File: src/rtl/clock_pkg.sv
// Shared constants, display struct and binary-to-BCD helpers for the
// seconds/minutes/hours time-of-day counter.
package clock_pkg;

    localparam int SEC_MAX    = 59;
    localparam int MIN_MAX    = 59;
    localparam int HOUR24_MAX = 23;
    localparam int HOUR12_MAX = 12;

    localparam int ONES_W      = 4;
    localparam int SEC_TENS_W  = 3;
    localparam int MIN_TENS_W  = 3;
    localparam int HOUR_TENS_W = 2;

    typedef struct packed {
        logic                   pm;
        logic [HOUR_TENS_W-1:0] hour_tens;
        logic [ONES_W-1:0]      hour_ones;
        logic [MIN_TENS_W-1:0]  min_tens;
        logic [ONES_W-1:0]      min_ones;
        logic [SEC_TENS_W-1:0]  sec_tens;
        logic [ONES_W-1:0]      sec_ones;
    } time_bcd_t;

    // Returns {tens[2:0], ones[3:0]} for a binary value 0..63.
    function automatic logic [6:0] bin_to_bcd(input logic [5:0] v);
        logic [5:0] t;
        t = v / 6'd10;
        return {t[2:0], 4'(v - t * 6'd10)};
    endfunction

    // Returns {tens[1:0], ones[3:0]} for an hour value 0..23.
    function automatic logic [5:0] hour_to_bcd(input logic [4:0] h);
        logic [1:0] t;
        if (h >= 5'd20)      t = 2'd2;
        else if (h >= 5'd10) t = 2'd1;
        else                 t = 2'd0;
        return {t, 4'(h - 5'(t) * 5'd10)};
    endfunction

endpackage

File: src/rtl/time_counter_if.sv
// Control and BCD display bundle of the time-of-day counter.
interface time_counter_if;
    import clock_pkg::*;

    logic                   enb;
    logic                   load;
    logic [4:0]             load_hour;
    logic [5:0]             load_min;
    logic [5:0]             load_sec;
    logic                   inc_min;
    logic                   inc_hour;
    logic [ONES_W-1:0]      sec_ones;
    logic [SEC_TENS_W-1:0]  sec_tens;
    logic [ONES_W-1:0]      min_ones;
    logic [MIN_TENS_W-1:0]  min_tens;
    logic [ONES_W-1:0]      hour_ones;
    logic [HOUR_TENS_W-1:0] hour_tens;
    logic                   pm;
    logic                   min_carry;
    logic                   hour_carry;
    logic                   day_pulse;
    logic                   load_err;

    modport master (
        output enb, load, load_hour, load_min, load_sec, inc_min, inc_hour,
        input  sec_ones, sec_tens, min_ones, min_tens, hour_ones, hour_tens,
               pm, min_carry, hour_carry, day_pulse, load_err
    );

    modport slave (
        input  enb, load, load_hour, load_min, load_sec, inc_min, inc_hour,
        output sec_ones, sec_tens, min_ones, min_tens, hour_ones, hour_tens,
               pm, min_carry, hour_carry, day_pulse, load_err
    );
endinterface

File: src/rtl/bcd_mod60.sv
// Two-digit BCD counter 00..59 with binary load, clear and a registered wrap pulse.
module bcd_mod60
    import clock_pkg::*;
(
    input  logic                  clk,
    input  logic                  rst,
    input  logic                  inc,
    input  logic                  clr,
    input  logic                  ld,
    input  logic                  wrap_en,
    input  logic [5:0]            ld_val,
    output logic [ONES_W-1:0]     ones,
    output logic [SEC_TENS_W-1:0] tens,
    output logic                  at_max,
    output logic                  wrap
);
    logic [ONES_W-1:0]     ones_reg, ones_next;
    logic [SEC_TENS_W-1:0] tens_reg, tens_next;
    logic                  wrap_reg, wrap_next;

    assign at_max = (ones_reg == 4'd9) && (tens_reg == 3'(SEC_MAX / 10));

    // wrap_en lets the parent suppress the pulse for manual adjustments.
    always_comb begin
        ones_next = ones_reg;
        tens_next = tens_reg;
        wrap_next = 1'b0;
        if (ld) begin
            {tens_next, ones_next} = bin_to_bcd(ld_val);
        end else if (clr) begin
            ones_next = '0;
            tens_next = '0;
        end else if (inc) begin
            if (ones_reg == 4'd9) begin
                ones_next = '0;
                if (at_max) begin
                    tens_next = '0;
                    wrap_next = wrap_en;
                end else begin
                    tens_next = tens_reg + 3'd1;
                end
            end else begin
                ones_next = ones_reg + 4'd1;
            end
        end
    end

    always_ff @(posedge clk) begin
        if (rst) begin
            ones_reg <= '0;
            tens_reg <= '0;
            wrap_reg <= 1'b0;
        end else begin
            ones_reg <= ones_next;
            tens_reg <= tens_next;
            wrap_reg <= wrap_next;
        end
    end

    assign ones = ones_reg;
    assign tens = tens_reg;
    assign wrap = wrap_reg;
endmodule

File: src/rtl/time_counter.sv
// Digital clock time keeper: seconds/minutes/hours as BCD, with load,
// manual adjust and 24 h or 12 h (with pm flag) hour handling.
module time_counter
    import clock_pkg::*;
#(
    parameter int TWELVE_HOUR = 0
) (
    input  logic           clk,
    input  logic           rst,
    time_counter_if.slave  bus
);
    localparam logic [4:0] HOUR_RST = (TWELVE_HOUR != 0) ? 5'(HOUR12_MAX) : 5'd0;

    logic load_ok, do_load, adj, tick, hour_roll, hour_step;
    logic sec_at_max, min_at_max;

    logic [4:0] hour_reg, hour_next;
    logic [5:0] hour_bcd_reg;
    logic       pm_reg, pm_next;
    logic       day_reg, day_next;
    logic       err_reg, err_next;

    // Event priority: load, then manual adjust, then the 1 Hz tick.
    assign load_ok   = (bus.load_hour <= 5'(HOUR24_MAX)) &&
                       (bus.load_min  <= 6'(MIN_MAX))    &&
                       (bus.load_sec  <= 6'(SEC_MAX));
    assign do_load   = bus.load && load_ok;
    assign adj       = !bus.load && (bus.inc_min || bus.inc_hour);
    assign tick      = !bus.load && !bus.inc_min && !bus.inc_hour && bus.enb;
    assign hour_roll = tick && sec_at_max && min_at_max;
    assign hour_step = (adj && bus.inc_hour) || hour_roll;

    bcd_mod60 u_sec (
        .clk     (clk),
        .rst     (rst),
        .inc     (tick),
        .clr     (adj),
        .ld      (do_load),
        .wrap_en (1'b1),
        .ld_val  (bus.load_sec),
        .ones    (bus.sec_ones),
        .tens    (bus.sec_tens),
        .at_max  (sec_at_max),
        .wrap    (bus.min_carry)
    );

    bcd_mod60 u_min (
        .clk     (clk),
        .rst     (rst),
        .inc     ((adj && bus.inc_min) || (tick && sec_at_max)),
        .clr     (1'b0),
        .ld      (do_load),
        .wrap_en (tick),
        .ld_val  (bus.load_min),
        .ones    (bus.min_ones),
        .tens    (bus.min_tens),
        .at_max  (min_at_max),
        .wrap    (bus.hour_carry)
    );

    always_comb begin
        hour_next = hour_reg;
        pm_next   = pm_reg;
        day_next  = 1'b0;
        err_next  = bus.load && !load_ok;
        if (do_load) begin
            if (TWELVE_HOUR != 0) begin
                pm_next = (bus.load_hour >= 5'd12);
                if (bus.load_hour == 5'd0)      hour_next = 5'd12;
                else if (bus.load_hour > 5'd12) hour_next = bus.load_hour - 5'd12;
                else                            hour_next = bus.load_hour;
            end else begin
                hour_next = bus.load_hour;
                pm_next   = 1'b0;
            end
        end else if (hour_step) begin
            if (TWELVE_HOUR != 0) begin
                // 11 -> 12 flips AM/PM; only the PM->AM flip by the tick is midnight.
                if (hour_reg == 5'd11) begin
                    hour_next = 5'd12;
                    pm_next   = !pm_reg;
                    day_next  = hour_roll && pm_reg;
                end else if (hour_reg == 5'd12) begin
                    hour_next = 5'd1;
                end else begin
                    hour_next = hour_reg + 5'd1;
                end
            end else begin
                if (hour_reg == 5'(HOUR24_MAX)) begin
                    hour_next = 5'd0;
                    day_next  = hour_roll;
                end else begin
                    hour_next = hour_reg + 5'd1;
                end
            end
        end
    end

    always_ff @(posedge clk) begin
        if (rst) begin
            hour_reg     <= HOUR_RST;
            hour_bcd_reg <= hour_to_bcd(HOUR_RST);
            pm_reg       <= 1'b0;
            day_reg      <= 1'b0;
            err_reg      <= 1'b0;
        end else begin
            hour_reg     <= hour_next;
            hour_bcd_reg <= hour_to_bcd(hour_next);
            pm_reg       <= pm_next;
            day_reg      <= day_next;
            err_reg      <= err_next;
        end
    end

    assign bus.hour_tens = hour_bcd_reg[5:4];
    assign bus.hour_ones = hour_bcd_reg[3:0];
    assign bus.pm        = pm_reg;
    assign bus.day_pulse = day_reg;
    assign bus.load_err  = err_reg;
endmodule

File: src/flat_wrapper.sv
// flat-port wrapper written by rule: the top's interface ports become plain ports
module time_counter_flat import clock_pkg::*;
#(
    parameter int TWELVE_HOUR = 0
)
  (clk, rst, bus_enb, bus_load, bus_load_hour, bus_load_min, bus_load_sec, bus_inc_min, bus_inc_hour, bus_sec_ones, bus_sec_tens, bus_min_ones, bus_min_tens, bus_hour_ones, bus_hour_tens, bus_pm, bus_min_carry, bus_hour_carry, bus_day_pulse, bus_load_err);
  time_counter_if bus_i ();
  input  logic clk;
  input  logic rst;
  input wire logic [$bits(bus_i.enb)-1:0] bus_enb;
  input wire logic [$bits(bus_i.load)-1:0] bus_load;
  input wire logic [$bits(bus_i.load_hour)-1:0] bus_load_hour;
  input wire logic [$bits(bus_i.load_min)-1:0] bus_load_min;
  input wire logic [$bits(bus_i.load_sec)-1:0] bus_load_sec;
  input wire logic [$bits(bus_i.inc_min)-1:0] bus_inc_min;
  input wire logic [$bits(bus_i.inc_hour)-1:0] bus_inc_hour;
  output wire logic [$bits(bus_i.sec_ones)-1:0] bus_sec_ones;
  output wire logic [$bits(bus_i.sec_tens)-1:0] bus_sec_tens;
  output wire logic [$bits(bus_i.min_ones)-1:0] bus_min_ones;
  output wire logic [$bits(bus_i.min_tens)-1:0] bus_min_tens;
  output wire logic [$bits(bus_i.hour_ones)-1:0] bus_hour_ones;
  output wire logic [$bits(bus_i.hour_tens)-1:0] bus_hour_tens;
  output wire logic [$bits(bus_i.pm)-1:0] bus_pm;
  output wire logic [$bits(bus_i.min_carry)-1:0] bus_min_carry;
  output wire logic [$bits(bus_i.hour_carry)-1:0] bus_hour_carry;
  output wire logic [$bits(bus_i.day_pulse)-1:0] bus_day_pulse;
  output wire logic [$bits(bus_i.load_err)-1:0] bus_load_err;
  assign bus_i.enb = bus_enb;
  assign bus_i.load = bus_load;
  assign bus_i.load_hour = bus_load_hour;
  assign bus_i.load_min = bus_load_min;
  assign bus_i.load_sec = bus_load_sec;
  assign bus_i.inc_min = bus_inc_min;
  assign bus_i.inc_hour = bus_inc_hour;
  assign bus_sec_ones = bus_i.sec_ones;
  assign bus_sec_tens = bus_i.sec_tens;
  assign bus_min_ones = bus_i.min_ones;
  assign bus_min_tens = bus_i.min_tens;
  assign bus_hour_ones = bus_i.hour_ones;
  assign bus_hour_tens = bus_i.hour_tens;
  assign bus_pm = bus_i.pm;
  assign bus_min_carry = bus_i.min_carry;
  assign bus_hour_carry = bus_i.hour_carry;
  assign bus_day_pulse = bus_i.day_pulse;
  assign bus_load_err = bus_i.load_err;
  time_counter #(.TWELVE_HOUR(TWELVE_HOUR)) u_core (.clk(clk), .rst(rst), .bus(bus_i));
endmodule
File: config.mk
export PLATFORM = sky130hd
export DESIGN_NAME = time_counter_flat
export DESIGN_NICKNAME = d
export VERILOG_FILES = /design/src/rtl/clock_pkg.sv /design/src/rtl/time_counter_if.sv /design/src/rtl/bcd_mod60.sv /design/src/rtl/time_counter.sv /design/src/flat_wrapper.sv
export SDC_FILE = /design/constraint.sdc
export NUM_CORES = 1
export LEC_CHECK = 0
export CAP_MARGIN = 20
export CORE_MARGIN = 10
export CORE_UTILIZATION = 50
export DETAILED_ROUTE_END_ITERATION = 12
export GPL_TIMING_DRIVEN = 1
export PLACE_DENSITY = 0.81
export SLEW_MARGIN = 20
export SYNTH_ARGS = -nofsm -noshare
export SYNTH_HDL_FRONTEND = slang
export SYNTH_SLANG_ARGS = --single-unit
File: constraint.sdc
create_clock -name clk -period 5.4 [get_ports clk]
set_clock_uncertainty 0.05 [all_clocks]
set_input_delay 1.62 -clock clk [delete_from_list [all_inputs] [get_ports clk]]
set_output_delay 1.62 -clock clk [all_outputs]
set_load 0.05 [all_outputs]
* After elaboration in Yosys (flattened, before gate mapping)
Index checks and enable logic that the tools add are counted.
** Word-level totals
- Register bits :: 29
- Bits of input ports :: 23
- Output and inout bits :: 25
- Logic and storage cells :: 93
** Cells by class
- Add/subtract/negate cells :: 8
- Multipliers :: 3
- Divide/modulo/power cells :: 2
- Magnitude comparators :: 5
- Eq/ne operators :: 5
- Mux-type cells :: 23
- Bitwise operators :: 7
- Reduce and logical (&&, ||, !) cells :: 30
** Operators with widths (count)
- $mux 4 :: 7
- $mux 3 :: 9
- $mux 5 :: 3
- $logic_and 1x1->1 :: 14
- $div 6x4->6 const B :: 2
- $le 6x6->1 const B :: 2
- $mul 6x3->3 const B :: 2
- $sub 4x4->4 :: 3
- $reduce_or 5->1 :: 2
- $add 4x1->4 const B :: 2
- $eq 4x4->1 const B :: 2
- $not 1->1 :: 7
- $add 3x1->3 const B :: 2
- $eq 3x3->1 const B :: 2
- $reduce_bool 3->1 :: 2
- $add 5x1->5 const B :: 1
- $eq 5x5->1 const B :: 1
- $ge 5x4->1 const B :: 1
- $ge 5x5->1 const B :: 1
- $le 5x5->1 const B :: 1
- $logic_not 1->1 :: 4
- $mux 2 :: 2
- $reduce_and 2->1 :: 2
- $reduce_bool 2->1 :: 2
- 4 further kinds :: 7

* Depth between registers and ports, before layout
Gate-level depths: netlist of the first run.
- Depth in word-level cells :: 15
- Depth in mapped cells :: 16
- Mapped depth without buffers :: 16

* Modules after synthesis
From an unflattened synthesis of the first run, not the netlist that was laid out.
** Second synthesis, totals
- Cells, all modules :: 240
- Area, all modules :: 2063.2 um2
** Modules (own cells, without submodules)
- bcd_mod60 :: instances 2, cells an instance 80, area each 693.2 um2, sequential area each 160.2 um2
- time_counter :: instances 1, cells an instance 80, area each 676.9 um2, sequential area each 240.2 um2

* Worst setup path after synthesis of the first run
OpenSTA, ideal clock, no wires.
- Kind :: input to register
- Start :: in bus_load
- End :: reg u_core.hour_bcd_reg[3]
- Library setup time :: 0.121 ns
- Arrival :: 4.335 ns
- Required time :: 5.229 ns
- Slack :: 0.893 ns
- Stages :: 12
- Path buffers :: 0
- Path through :: or3_4 nor4_4 nor2_2 or4_4 a31oi_4 inv_1 o22ai_1 ha_1 inv_1 fa_1 nor2b_1 mux2_4
** Between the ends
- Longest elaborated chain between the ends :: 15
- Elaborated cells on any way between the ends :: 19
- Classes of those cells :: 1 x add/sub; 1 x mul; 2 x order compare; 5 x mux; 10 x reduce/logical
** Ends and longest elaborated chain
- start, declared :: RTL line flat_wrapper.sv:11 : input wire logic [$bits(bus_i.load)-1:0] bus_load;
- $logic_not 1->1 :: RTL line time_counter.sv:28, time_counter.sv:29
- $logic_and 1x1->1 (3 in series) :: RTL line time_counter.sv:29 : assign tick = !bus.load && !bus.inc_min && !bus.inc_hour && bus.enb;
- $logic_and 1x1->1 (2 in series) :: RTL line time_counter.sv:30 : assign hour_roll = tick && sec_at_max && min_at_max;
- $logic_or 1x1->1 :: RTL line time_counter.sv:31 : assign hour_step = (adj && bus.inc_hour) || hour_roll;
- $mux 5 :: RTL line time_counter.sv:76 : end else if (hour_step) begin
- $mux 5 * :: RTL line time_counter.sv:66 : if (do_load) begin
- $ge 5x4->1 :: RTL line clock_pkg.sv:36 : else if (h >= 5'd10) t = 2'd1;
- $mux 1 :: RTL line clock_pkg.sv:36
- $mux 2 :: RTL line clock_pkg.sv:35 : if (h >= 5'd20) t = 2'd2;
- $mux 2 :: RTL line time_counter.sv:100 : if (rst) begin
- $mul 2x3->3 :: RTL line clock_pkg.sv:38 : return {t, 4'(h - 5'(t) * 5'd10)};
- $sub 4x4->4 * :: RTL line clock_pkg.sv:38
- end signal, assigned :: RTL line time_counter.sv:102 : hour_bcd_reg <= hour_to_bcd(HOUR_RST);
- end signal, assigned :: RTL line time_counter.sv:108 : hour_bcd_reg <= hour_to_bcd(hour_next);
- end, declared :: RTL line time_counter.sv:18 : logic [5:0] hour_bcd_reg;
Mark *: on every way between the ends. The rest lies on a longest branch, timed or not. The select of a mux whose other input is x is not followed.
A chain may end at the register's enable or synchronous reset.

* Final worst setup path of the first run
- Start :: in bus_inc_hour
- End :: reg u_core.hour_bcd_reg[3]
** Between the ends
- Longest elaborated chain between the ends :: 14
- Elaborated cells on any way between the ends :: 18
- Classes of those cells :: 1 x add/sub; 1 x mul; 2 x order compare; 5 x mux; 9 x reduce/logical
** Ends and longest elaborated chain
- start, declared :: RTL line flat_wrapper.sv:16 : input wire logic [$bits(bus_i.inc_hour)-1:0] bus_inc_hour;
- $logic_not 1->1 :: RTL line time_counter.sv:29
- $logic_and 1x1->1 (2 in series) :: RTL line time_counter.sv:29
- $logic_and 1x1->1 (2 in series) :: RTL line time_counter.sv:30
- $logic_or 1x1->1 * :: RTL line time_counter.sv:31
- $mux 5 * :: RTL line time_counter.sv:76
- $mux 5 * :: RTL line time_counter.sv:66
- net u_core.hour_next[2] :: RTL line time_counter.sv:17 : logic [4:0] hour_reg, hour_next;
- $ge 5x4->1 :: RTL line clock_pkg.sv:36
- $mux 1 :: RTL line clock_pkg.sv:36
- $mux 2 :: RTL line clock_pkg.sv:35
- $mux 2 :: RTL line time_counter.sv:100
- $mul 2x3->3 :: RTL line clock_pkg.sv:38
- $sub 4x4->4 * :: RTL line clock_pkg.sv:38
Mark *: on every way through the listed nets, which the timed path passes. The rest lies on a longest branch. The select of a mux whose other input is x is not followed.

==> report_table.html, run 1 <==
<table>
<tr><th>Metric</th><th>Value</th></tr>
<tr><th colspan="2">Worst hold path</th></tr>
<tr><td>Hold-critical path depth</td><td>2</td></tr>
<tr><td>Destination of the worst hold path</td><td>u_core.u_sec.tens[1]$_SDFFE_PP0P_</td></tr>
<tr><td>Worst hold path class</td><td>reg -&gt; reg</td></tr>
<tr><td>Source of the worst hold timing path</td><td>u_core.u_sec.tens[1]$_SDFFE_PP0P_</td></tr>
<tr><th colspan="2">Worst setup path</th></tr>
<tr><td>CP Cell Sequence</td><td>clkdlybuf4s50_1, or3_4, nor4_4, nor3b_1, o32a_1, or2_2, o22ai_1, ha_1, inv_1, fa_1, nor2b_1, mux2_4</td></tr>
<tr><td>Worst-path cell with the longest stage delay</td><td>clkdlybuf4s50_1</td></tr>
<tr><td>Reg-to-reg startpoint</td><td>u_core.u_sec.ones[0]$_SDFFE_PP0P_</td></tr>
<tr><td>Endpoint arrival time on the critical path</td><td>between 5000 and 6000 ps</td></tr>
<tr><td>Worst setup path startpoint</td><td>bus_inc_hour</td></tr>
<tr><td>Worst R2R Setup Slack</td><td>~1900 ps</td></tr>
<tr><td>Critical path class</td><td>in -&gt; reg</td></tr>
<tr><td>Critical-path maximum fanout</td><td>6</td></tr>
<tr><td>Element type at the critical path end</td><td>flip-flop</td></tr>
<tr><td>Critical Path RT</td><td>between 5000 and 6000 ps</td></tr>
<tr><td>Reg2reg path depth</td><td>12</td></tr>
<tr><td>Worst reg2reg endpoint</td><td>u_core.hour_bcd_reg[3]$_SDFF_PP0_</td></tr>
<tr><td>Delay contributed by the slowest stage of the critical path</td><td>a little under 500 ps</td></tr>
<tr><td>Sort of element at the start of the critical path</td><td>input pin</td></tr>
<tr><th colspan="2">Die</th></tr>
<tr><td>Area of the die</td><td>around 7000 um2</td></tr>
<tr><td>Chip width</td><td>around 83 um</td></tr>
<tr><td>Height of the chip</td><td>between 80 and 90 um</td></tr>
<tr><td>Number of core rows</td><td>22</td></tr>
<tr><td>Count of boundary I/O pins</td><td>48</td></tr>
<tr><td>Placeable core region</td><td>around 3700 um2</td></tr>
<tr><td>Starting density of the core</td><td>52.6%</td></tr>
<tr><th colspan="2">Pwr</th></tr>
<tr><td>PwrDens</td><td>between 200 and 250 nW/um2</td></tr>
<tr><td>Worst supply voltage drop on vdd</td><td>about 120 uV</td></tr>
<tr><td>Leakage</td><td>0.00101 uW</td></tr>
<tr><td>Final total power</td><td>602 uW</td></tr>
<tr><th colspan="2">STA</th></tr>
<tr><td>Setup TNS</td><td>0 ps</td></tr>
<tr><td>RSZ-0062 raised after global routing</td><td>false</td></tr>
<tr><td>Period Utilization, post-route</td><td>roughly 90%</td></tr>
<tr><td>Final period demand of the worst path</td><td>~4900 ps</td></tr>
<tr><td>Final Hold Fails</td><td>0</td></tr>
<tr><td>Setup-failing EPs final</td><td>0</td></tr>
<tr><td>Number of pins exceeding their max-slew limit in the final report</td><td>0</td></tr>
<tr><td>FMAX</td><td>approximately 200 MHz</td></tr>
<tr><td>Transition time at the pin with the least slew margin</td><td>approximately 910 ps</td></tr>
<tr><td>Slew headroom</td><td>about 39%</td></tr>
<tr><th colspan="2">Clock network</th></tr>
<tr><td>Worst-Skew Late Latency</td><td>270 ps</td></tr>
<tr><td>Post-CTS Resized</td><td>0</td></tr>
<tr><td>TritonCTS clock tree</td><td>built</td></tr>
<tr><td>Buffer count from post-CTS setup fixing</td><td>0</td></tr>
<tr><td>Clock root buffer</td><td>clkbuf_8</td></tr>
<tr><td>CTS hold repair buffers</td><td>0</td></tr>
<tr><td>Inserted Clock Buffers</td><td>3</td></tr>
<tr><td>Clock transition at the register clock pins on the worst setup and hold paths after CTS</td><td>about 90 ps</td></tr>
<tr><td># clock sinks</td><td>28</td></tr>
<tr><td>H-tree levels</td><td>1</td></tr>
<tr><td>Longest Clk Path Bufs</td><td>2</td></tr>
<tr><th colspan="2">Global routing</th></tr>
<tr><td>Initial antenna violation count</td><td>0</td></tr>
<tr><td>Maximum number of pins on one net before global-route repair</td><td>25</td></tr>
<tr><td>Via count of the first global-routing pass</td><td>approximately 1,800</td></tr>
<tr><td>Global-route wire length before repair</td><td>8020 um</td></tr>
<tr><td>Global router's overall resource usage</td><td>14.5%</td></tr>
<tr><td>Total congestion overflow after global routing</td><td>0</td></tr>
<tr><th colspan="2">Finish</th></tr>
<tr><td>Area of the multi-input gates</td><td>about 1300 um2</td></tr>
<tr><td>Filler cell count in the final layout</td><td>317</td></tr>
<tr><td>NumNets Final</td><td>326</td></tr>
<tr><td>Most common cell after layout, fill and taps aside</td><td>clkdlybuf4s50_1</td></tr>
<tr><td>Layout-stage area growth over the synthesis result</td><td>28.3%</td></tr>
<tr><td>Antenna cells</td><td>0</td></tr>
<tr><td>Share of cells above drive strength 1</td><td>around 7.7%</td></tr>
<tr><td>Sequential standard cell area</td><td>~560 um2</td></tr>
<tr><td>Commonest non-fill, non-tap cells in the layout</td><td>clkdlybuf4s50_1 (46), nor2_1 (29), dfxtp_1 (28)</td></tr>
<tr><td>Max reg flops</td><td>6</td></tr>
<tr><th colspan="2">Synth</th></tr>
<tr><td>Post-synth EDFFs</td><td>0</td></tr>
<tr><td>Cell taking the most area after synthesis</td><td>dfxtp_1</td></tr>
<tr><td>Register bit total from synthesis</td><td>28</td></tr>
<tr><td>Total number of yosys warnings</td><td>0</td></tr>
<tr><td>Post-synth ARST share</td><td>0%</td></tr>
<tr><td>Largest family of logic cells by synthesized area</td><td>simple AND/OR/NAND/NOR gates</td></tr>
<tr><td>Dominant cells by area after synthesis</td><td>dfxtp_1 (28%), ha_1 (7.6%), nor2_1 (5.5%)</td></tr>
<tr><td>Xor/xnor cell area share of the yosys netlist</td><td>approximately 2.2%</td></tr>
<tr><td>Netlist area before placement</td><td>about 2000 um2</td></tr>
<tr><td>Post-synthesis instance total</td><td>243</td></tr>
<tr><td>Area share of the largest cell type after synthesis</td><td>around 28%</td></tr>
<tr><td>Most used flip-flop cell after synthesis</td><td>dfxtp_1</td></tr>
<tr><td>Complex-gate fraction of the synthesized area</td><td>a little over a fifth</td></tr>
<tr><td>Yosys cell types</td><td>57</td></tr>
<tr><td>Post-synthesis net count</td><td>between 200 and 300</td></tr>
<tr><td>Adder and majority cell fraction of the synthesized area</td><td>a little over a tenth</td></tr>
<tr><td>Share of the yosys chip area belonging to registers</td><td>28.4%</td></tr>
<tr><td>Share of cell area taken by muxes after synthesis</td><td>roughly 1.8%</td></tr>
<tr><td>Post-synthesis area per instance</td><td>8.11 um2</td></tr>
<tr><td>Synthesized-area fraction occupied by and/or/nand/nor cells</td><td>29.8%</td></tr>
<tr><th colspan="2">Routing</th></tr>
<tr><td>Drt first pass iters</td><td>4</td></tr>
<tr><td>Final routed wire length divided by cell count</td><td>roughly 14 um</td></tr>
<tr><td>Vias post-DR</td><td>1,895</td></tr>
<tr><td>Vias per cell</td><td>roughly 5.7</td></tr>
<tr><td>1st-iter DRT viols</td><td>92</td></tr>
<tr><td>Number of design rule violations left after detail routing</td><td>0</td></tr>
<tr><td>Final Routed Wirelength</td><td>between 4000 and 5000 um</td></tr>
<tr><td>Number of routed nets with antenna violations</td><td>0</td></tr>
<tr><th colspan="2">Placement</th></tr>
<tr><td>Half-perimeter wire length after detailed placement</td><td>3860 um</td></tr>
<tr><td>Port bufs</td><td>between 40 and 50</td></tr>
<tr><td>Final Wtd Congestion</td><td>~0.85</td></tr>
<tr><th colspan="2">Status</th></tr>
<tr><td>Status</td><td>complete, no violations</td></tr>
<tr><th colspan="2">Flow run</th></tr>
<tr><td>Number of violations of the max-capacitance limit</td><td>0</td></tr>
</table>
==> per-layer routing <==
metal | share of wire, % | track usage [%] | vias up | routed length (um)
met2 | 48 | 24.9 | 43 | 2340
met4 | 1.3 | 4.18 | 0 | 61
met1 | 44 | 17.5 | 886 | 2120
li1 | - | - | 959 | -
met5 | 0 | 0 | - | 0
met3 | 6.8 | 3.34 | 7 | 328
==> report_power, final <==
| group | switching, uW | total (uW) | internal, uW |
|---|---|---|---|
| clock network | 63.5 | 129 | 65.3 |
| logic | 135 | 231 | 95.8 |
| registers | 17.5 | 242 | 225 |
| total | 216 | 602 | 386 |
==> stage by stage <==
step | instance area, um2 | hold slack, ps | setup slack (ps) | util [%] | instances
3_3_place_gp | 2470 | 489 | 271 | 66.0 | 331
3_5_place_dp | 2470 | 499 | 182 | 66.0 | 331
6_report | 2530 | 516 | 458 | 67.5 | 335
2_1_floorplan | 1970 | 509 | 893 | - | 243
4_1_cts | 2530 | 512 | 478 | 67.5 | 335
5_1_grt | 2530 | 549 | 300 | 67.5 | 335
==> critical path: cells and delay by family <==
family | cells | cell delay (ps)
AND/OR/NAND/NOR | 5 | 1480
buffers and inverters | 2 | 540
AO/OA/AOI/OAI | 2 | 600
multiplexers | 1 | 290
adder cells (fa/ha/maj) | 2 | 540
==> synth_stat cells, types with 2 or more instances <==
master,number
a211oi_1,9
a21o_1,2
a21oi_1,12
a22oi_1,2
a31oi_1,2
and2_1,2
and3_1,2
and3b_1,2
and4b_1,2
buf_4,2
clkbuf_1,6
dfxtp_1,28
fa_1,3
ha_1,12
inv_1,18
nand2_1,11
nand2b_1,7
nand3_1,6
nand4_1,4
nand4b_1,3
nor2_1,29
nor2b_1,9
nor3_1,9
nor3b_1,2
o211ai_1,2
o21ai_0,15
o21ai_1,2
o22ai_1,3
or2_2,2
or3_1,4
or3b_2,2
xnor2_1,4
==> cells by family (layout without fill, tap and decap cells) <==
family	Yosys count	in the layout
compound gates	61	61
xor+xnor	5	5
fa+ha+maj	15	15
buf+inv	27	71
flops	28	28
mux	3	3
other cells	1	1
simple gates	103	103
==> worst max-delay path by stage <==
stage                                              to  slack [ps]
floorplan           u_core.hour_bcd_reg[3]$_SDFF_PP0_         890
global placement    u_core.hour_bcd_reg[3]$_SDFF_PP0_         270
detailed placement  u_core.hour_bcd_reg[3]$_SDFF_PP0_         180
CTS                 u_core.hour_bcd_reg[3]$_SDFF_PP0_         480
global route        u_core.hour_bcd_reg[3]$_SDFF_PP0_         300
finish              u_core.hour_bcd_reg[3]$_SDFF_PP0_         460
==> area by class of cell <==
cell class	count	share of cell area, %
Multi-Input combinational cell	188	51.5
Clock buffer	4	2.18
Tap cell	48	2.38
Sequential cell	28	22.2
Timing Repair Buffer	49	19.1
Inverter	18	2.67
Power figures use the tool's default switching activity.
==> inputs of run 2 (changes only) <==
--- a/config.mk
+++ b/config.mk
@@ -8,6 +8,7 @@
 export CAP_MARGIN = 20
 export CORE_MARGIN = 10
 export CORE_UTILIZATION = 50
+export CTS_CLUSTER_SIZE = 25
 export DETAILED_ROUTE_END_ITERATION = 12
 export GPL_TIMING_DRIVEN = 1
 export PLACE_DENSITY = 0.81
==> results of run 2 <==
Final layout, timing and power as in run 1 (identical DEF).
==> inputs of run 3 (changes only) <==
--- a/config.mk
+++ b/config.mk
@@ -6,7 +6,6 @@
 export NUM_CORES = 1
 export LEC_CHECK = 0
 export CAP_MARGIN = 20
-export CORE_MARGIN = 10
 export CORE_UTILIZATION = 50
 export CTS_CLUSTER_SIZE = 25
 export DETAILED_ROUTE_END_ITERATION = 12
==> report_table.html, run 3 (synthesized netlist as in run 1, its figures left out) <==
<table>
<tr><th>Metric</th><th>Value</th></tr>
<tr><th colspan="2">Routing</th></tr>
<tr><td>Final routed wire length divided by cell count</td><td>14.0 um (was 14.5 um)</td></tr>
<tr><td>Vias post-DR</td><td>1,922 (was 1,895)</td></tr>
<tr><td>1st-iter DRT viols</td><td>106 (was 92)</td></tr>
<tr><td>Drt first pass iters</td><td>5 (was 4)</td></tr>
<tr><td>Number of design rule violations left after detail routing</td><td>0 (unchanged)</td></tr>
<tr><td>Final Routed Wirelength</td><td>4700 um (was 4850 um)</td></tr>
<tr><td>Vias per cell</td><td>5.74 (was 5.66)</td></tr>
<tr><td>Number of routed nets with antenna violations</td><td>0 (unchanged)</td></tr>
<tr><th colspan="2">Die</th></tr>
<tr><td>Starting density of the core</td><td>53.0% (was 52.6%)</td></tr>
<tr><td>Placeable core region</td><td>3720 um2 (was 3740 um2)</td></tr>
<tr><td>Count of boundary I/O pins</td><td>48 (unchanged)</td></tr>
<tr><td>Number of core rows</td><td>22 (unchanged)</td></tr>
<tr><td>Area of the die</td><td>4200 um2 (was 6850 um2)</td></tr>
<tr><td>Height of the chip</td><td>64.8 um (was 82.8 um)</td></tr>
<tr><td>Chip width</td><td>64.8 um (was 82.8 um)</td></tr>
<tr><th colspan="2">Clock network</th></tr>
<tr><td>Longest Clk Path Bufs</td><td>2 (unchanged)</td></tr>
<tr><td>Inserted Clock Buffers</td><td>3 (unchanged)</td></tr>
<tr><td>CTS hold repair buffers</td><td>0 (unchanged)</td></tr>
<tr><td># clock sinks</td><td>28 (unchanged)</td></tr>
<tr><td>Worst-Skew Late Latency</td><td>280 ps (was 270 ps)</td></tr>
<tr><td>Clock root buffer</td><td>clkbuf_8 (unchanged)</td></tr>
<tr><td>Clock transition at the register clock pins on the worst setup and hold paths after CTS</td><td>100 ps (was 90 ps)</td></tr>
<tr><td>Buffer count from post-CTS setup fixing</td><td>0 (unchanged)</td></tr>
<tr><td>TritonCTS clock tree</td><td>built (unchanged)</td></tr>
<tr><td>Post-CTS Resized</td><td>0 (unchanged)</td></tr>
<tr><td>H-tree levels</td><td>1 (unchanged)</td></tr>
<tr><th colspan="2">Placement</th></tr>
<tr><td>Port bufs</td><td>46 (unchanged)</td></tr>
<tr><td>Half-perimeter wire length after detailed placement</td><td>3420 um (was 3860 um)</td></tr>
<tr><td>Cells after DPL</td><td>331 (unchanged)</td></tr>
<tr><td>Final Wtd Congestion</td><td>0.835 (was 0.853)</td></tr>
<tr><th colspan="2">Finish</th></tr>
<tr><td>Layout-stage area growth over the synthesis result</td><td>29.1% (was 28.3%)</td></tr>
<tr><td>Most common cell after layout, fill and taps aside</td><td>clkdlybuf4s50_1 (unchanged)</td></tr>
<tr><td>Antenna cells</td><td>0 (unchanged)</td></tr>
<tr><td>Layout Utilization</td><td>68.5% (was 67.5%)</td></tr>
<tr><td>Count of non-filler cells in the finished layout</td><td>335 (unchanged)</td></tr>
<tr><td>Max reg flops</td><td>6 (unchanged)</td></tr>
<tr><td>NumNets Final</td><td>326 (unchanged)</td></tr>
<tr><td>Share of cells above drive strength 1</td><td>7.67% (unchanged)</td></tr>
<tr><td>Commonest non-fill, non-tap cells in the layout</td><td>clkdlybuf4s50_1 (46), nor2_1 (29), dfxtp_1 (28) (unchanged)</td></tr>
<tr><th colspan="2">Worst setup path</th></tr>
<tr><td>CP endpoint</td><td>u_core.hour_bcd_reg[3]$_SDFF_PP0_ (unchanged)</td></tr>
<tr><td>Worst reg2reg endpoint</td><td>u_core.hour_bcd_reg[3]$_SDFF_PP0_ (unchanged)</td></tr>
<tr><td>Critical Path RT</td><td>5530 ps (was 5520 ps)</td></tr>
<tr><td>Critical-path maximum fanout</td><td>6 (unchanged)</td></tr>
<tr><td>Reg-to-reg startpoint</td><td>u_core.u_sec.ones[0]$_SDFFE_PP0P_ (unchanged)</td></tr>
<tr><td>Sort of element at the start of the critical path</td><td>input pin (unchanged)</td></tr>
<tr><td>Reg2reg path depth</td><td>13 (was 12)</td></tr>
<tr><td>Element type at the critical path end</td><td>flip-flop (unchanged)</td></tr>
<tr><td>Worst R2R Setup Slack</td><td>1820 ps (was 1870 ps)</td></tr>
<tr><td>Worst setup path startpoint</td><td>bus_inc_hour (unchanged)</td></tr>
<tr><td>Critical path class</td><td>in -&gt; reg (unchanged)</td></tr>
<tr><td>Endpoint arrival time on the critical path</td><td>5110 ps (was 5060 ps)</td></tr>
<tr><th colspan="2">Worst hold path</th></tr>
<tr><td>Hold-critical path depth</td><td>2 (unchanged)</td></tr>
<tr><td>Worst hold path class</td><td>reg -&gt; reg (unchanged)</td></tr>
<tr><th colspan="2">STA</th></tr>
<tr><td>Final period demand of the worst path</td><td>4980 ps (was 4940 ps)</td></tr>
<tr><td>RSZ-0062 raised after global routing</td><td>false (unchanged)</td></tr>
<tr><td>Setup-failing EPs final</td><td>0 (unchanged)</td></tr>
<tr><td>Transition time at the pin with the least slew margin</td><td>911 ps (was 906 ps)</td></tr>
<tr><td>FMAX</td><td>201 MHz (was 202 MHz)</td></tr>
<tr><td>Setup TNS</td><td>0 ps (unchanged)</td></tr>
<tr><td>Period Utilization, post-route</td><td>92.3% (was 91.5%)</td></tr>
<tr><td>Slew headroom</td><td>39.1% (was 39.4%)</td></tr>
<tr><td>Final Hold Fails</td><td>0 (unchanged)</td></tr>
<tr><td>Number of pins exceeding their max-slew limit in the final report</td><td>0 (unchanged)</td></tr>
<tr><th colspan="2">Flow run</th></tr>
<tr><td>Number of violations of the max-capacitance limit</td><td>0 (unchanged)</td></tr>
<tr><th colspan="2">Pwr</th></tr>
<tr><td>Leakage</td><td>0.00101 uW (about the same)</td></tr>
<tr><td>Worst supply voltage drop on vdd</td><td>113 uV (was 119 uV)</td></tr>
<tr><td>PwrDens</td><td>253 nW/um2 (was 238 nW/um2)</td></tr>
<tr><th colspan="2">Global routing</th></tr>
<tr><td>Global router's overall resource usage</td><td>22.7% (was 14.5%)</td></tr>
<tr><td>Via count of the first global-routing pass</td><td>1,729 (was 1,784)</td></tr>
<tr><td>Total congestion overflow after global routing</td><td>0 (unchanged)</td></tr>
<tr><td>Global-route wire length before repair</td><td>7450 um (was 8020 um)</td></tr>
<tr><td>Initial antenna violation count</td><td>0 (unchanged)</td></tr>
<tr><td>Maximum number of pins on one net before global-route repair</td><td>25 (unchanged)</td></tr>
<tr><th colspan="2">Status</th></tr>
<tr><td>Status</td><td>complete, no violations (unchanged)</td></tr>
</table>
==> run 3: changes by cell type in the layout (fill, tap and decap cells not counted), sizes merged <==
cell / previous run / this run
bufinv: 0 / 1
clkbuf: 4 / 3
==> run 3: layout make-up <==
| class | count | area [um2] |
|---|---|---|
| flip-flops and latches | 28 | 561 |
| inverters | 18 | 67.6 |
| multi-input cells | 188 | 1300 |
| clock inverters | 1 | 30.0 |
| well taps | 48 | 60.1 |
| fillers | 318 | 1170 |
| repair buffers | 49 | 483 |
| clock buffers | 3 | 41.3 |
==> run 3: metrics by stage <==
stage          hold slack, ps  instance area [um2]  worst slack, ps  power (uW)
2_1_floorplan             509                 1970              893         403
3_3_place_gp              492                 2470              282         475
3_5_place_dp              487                 2470              164         478
4_1_cts                   502                 2540              456         645
5_1_grt                   545                 2540              210         676
6_report                  506                 2540              415         644
==> run 3: power by group <==
group / internal (uW) / leakage, uW / switching, uW / total, uW
Combinational: 96.6 / 0.000749 / 137 / 234
Clock: 99.3 / 0.0000357 / 67.5 / 167
Sequential: 225 / 0.000230 / 18.5 / 243
Total: 421 / 0.00101 / 223 / 644
==> run 3: worst min path at each step <==
stage	from	end	slack (ps)
6_report	u_core.u_sec.tens[2]$_SDFFE_PP0P_	u_core.u_sec.tens[2]$_SDFFE_PP0P_	510
5_1_grt	u_core.u_sec.tens[1]$_SDFFE_PP0P_	u_core.u_sec.tens[1]$_SDFFE_PP0P_	550
4_1_cts	u_core.u_sec.tens[2]$_SDFFE_PP0P_	u_core.u_sec.tens[2]$_SDFFE_PP0P_	500
3_5_place_dp	u_core.u_sec.tens[2]$_SDFFE_PP0P_	u_core.u_sec.tens[2]$_SDFFE_PP0P_	490
3_3_place_gp	u_core.u_sec.tens[2]$_SDFFE_PP0P_	u_core.u_sec.tens[2]$_SDFFE_PP0P_	490
2_1_floorplan	u_core.hour_bcd_reg[0]$_SDFF_PP0_	u_core.hour_bcd_reg[0]$_SDFF_PP0_	510
==> run 3: metal layers <==
| layer | routed length [um] | global-route usage [%] |
|---|---|---|
| met1 | 2190 | 29.6 |
| met5 | 0 | 0 |
| met4 | 46 | 8.61 |
| met3 | 257 | 1.94 |
| met2 | 2200 | 38.4 |
==> run 3: critical path: stages <==
cell             delay [ps]
clkdlybuf4s50_1         490
or3_4                   440
nor4_4                  430
nor2_2                  110
or4_4                   540
a31oi_4                 200
inv_1                   100
o22ai_1                 160
ha_1                    170
inv_1                    50
fa_1                    360
nor2b_1                 140
mux2_4                  290
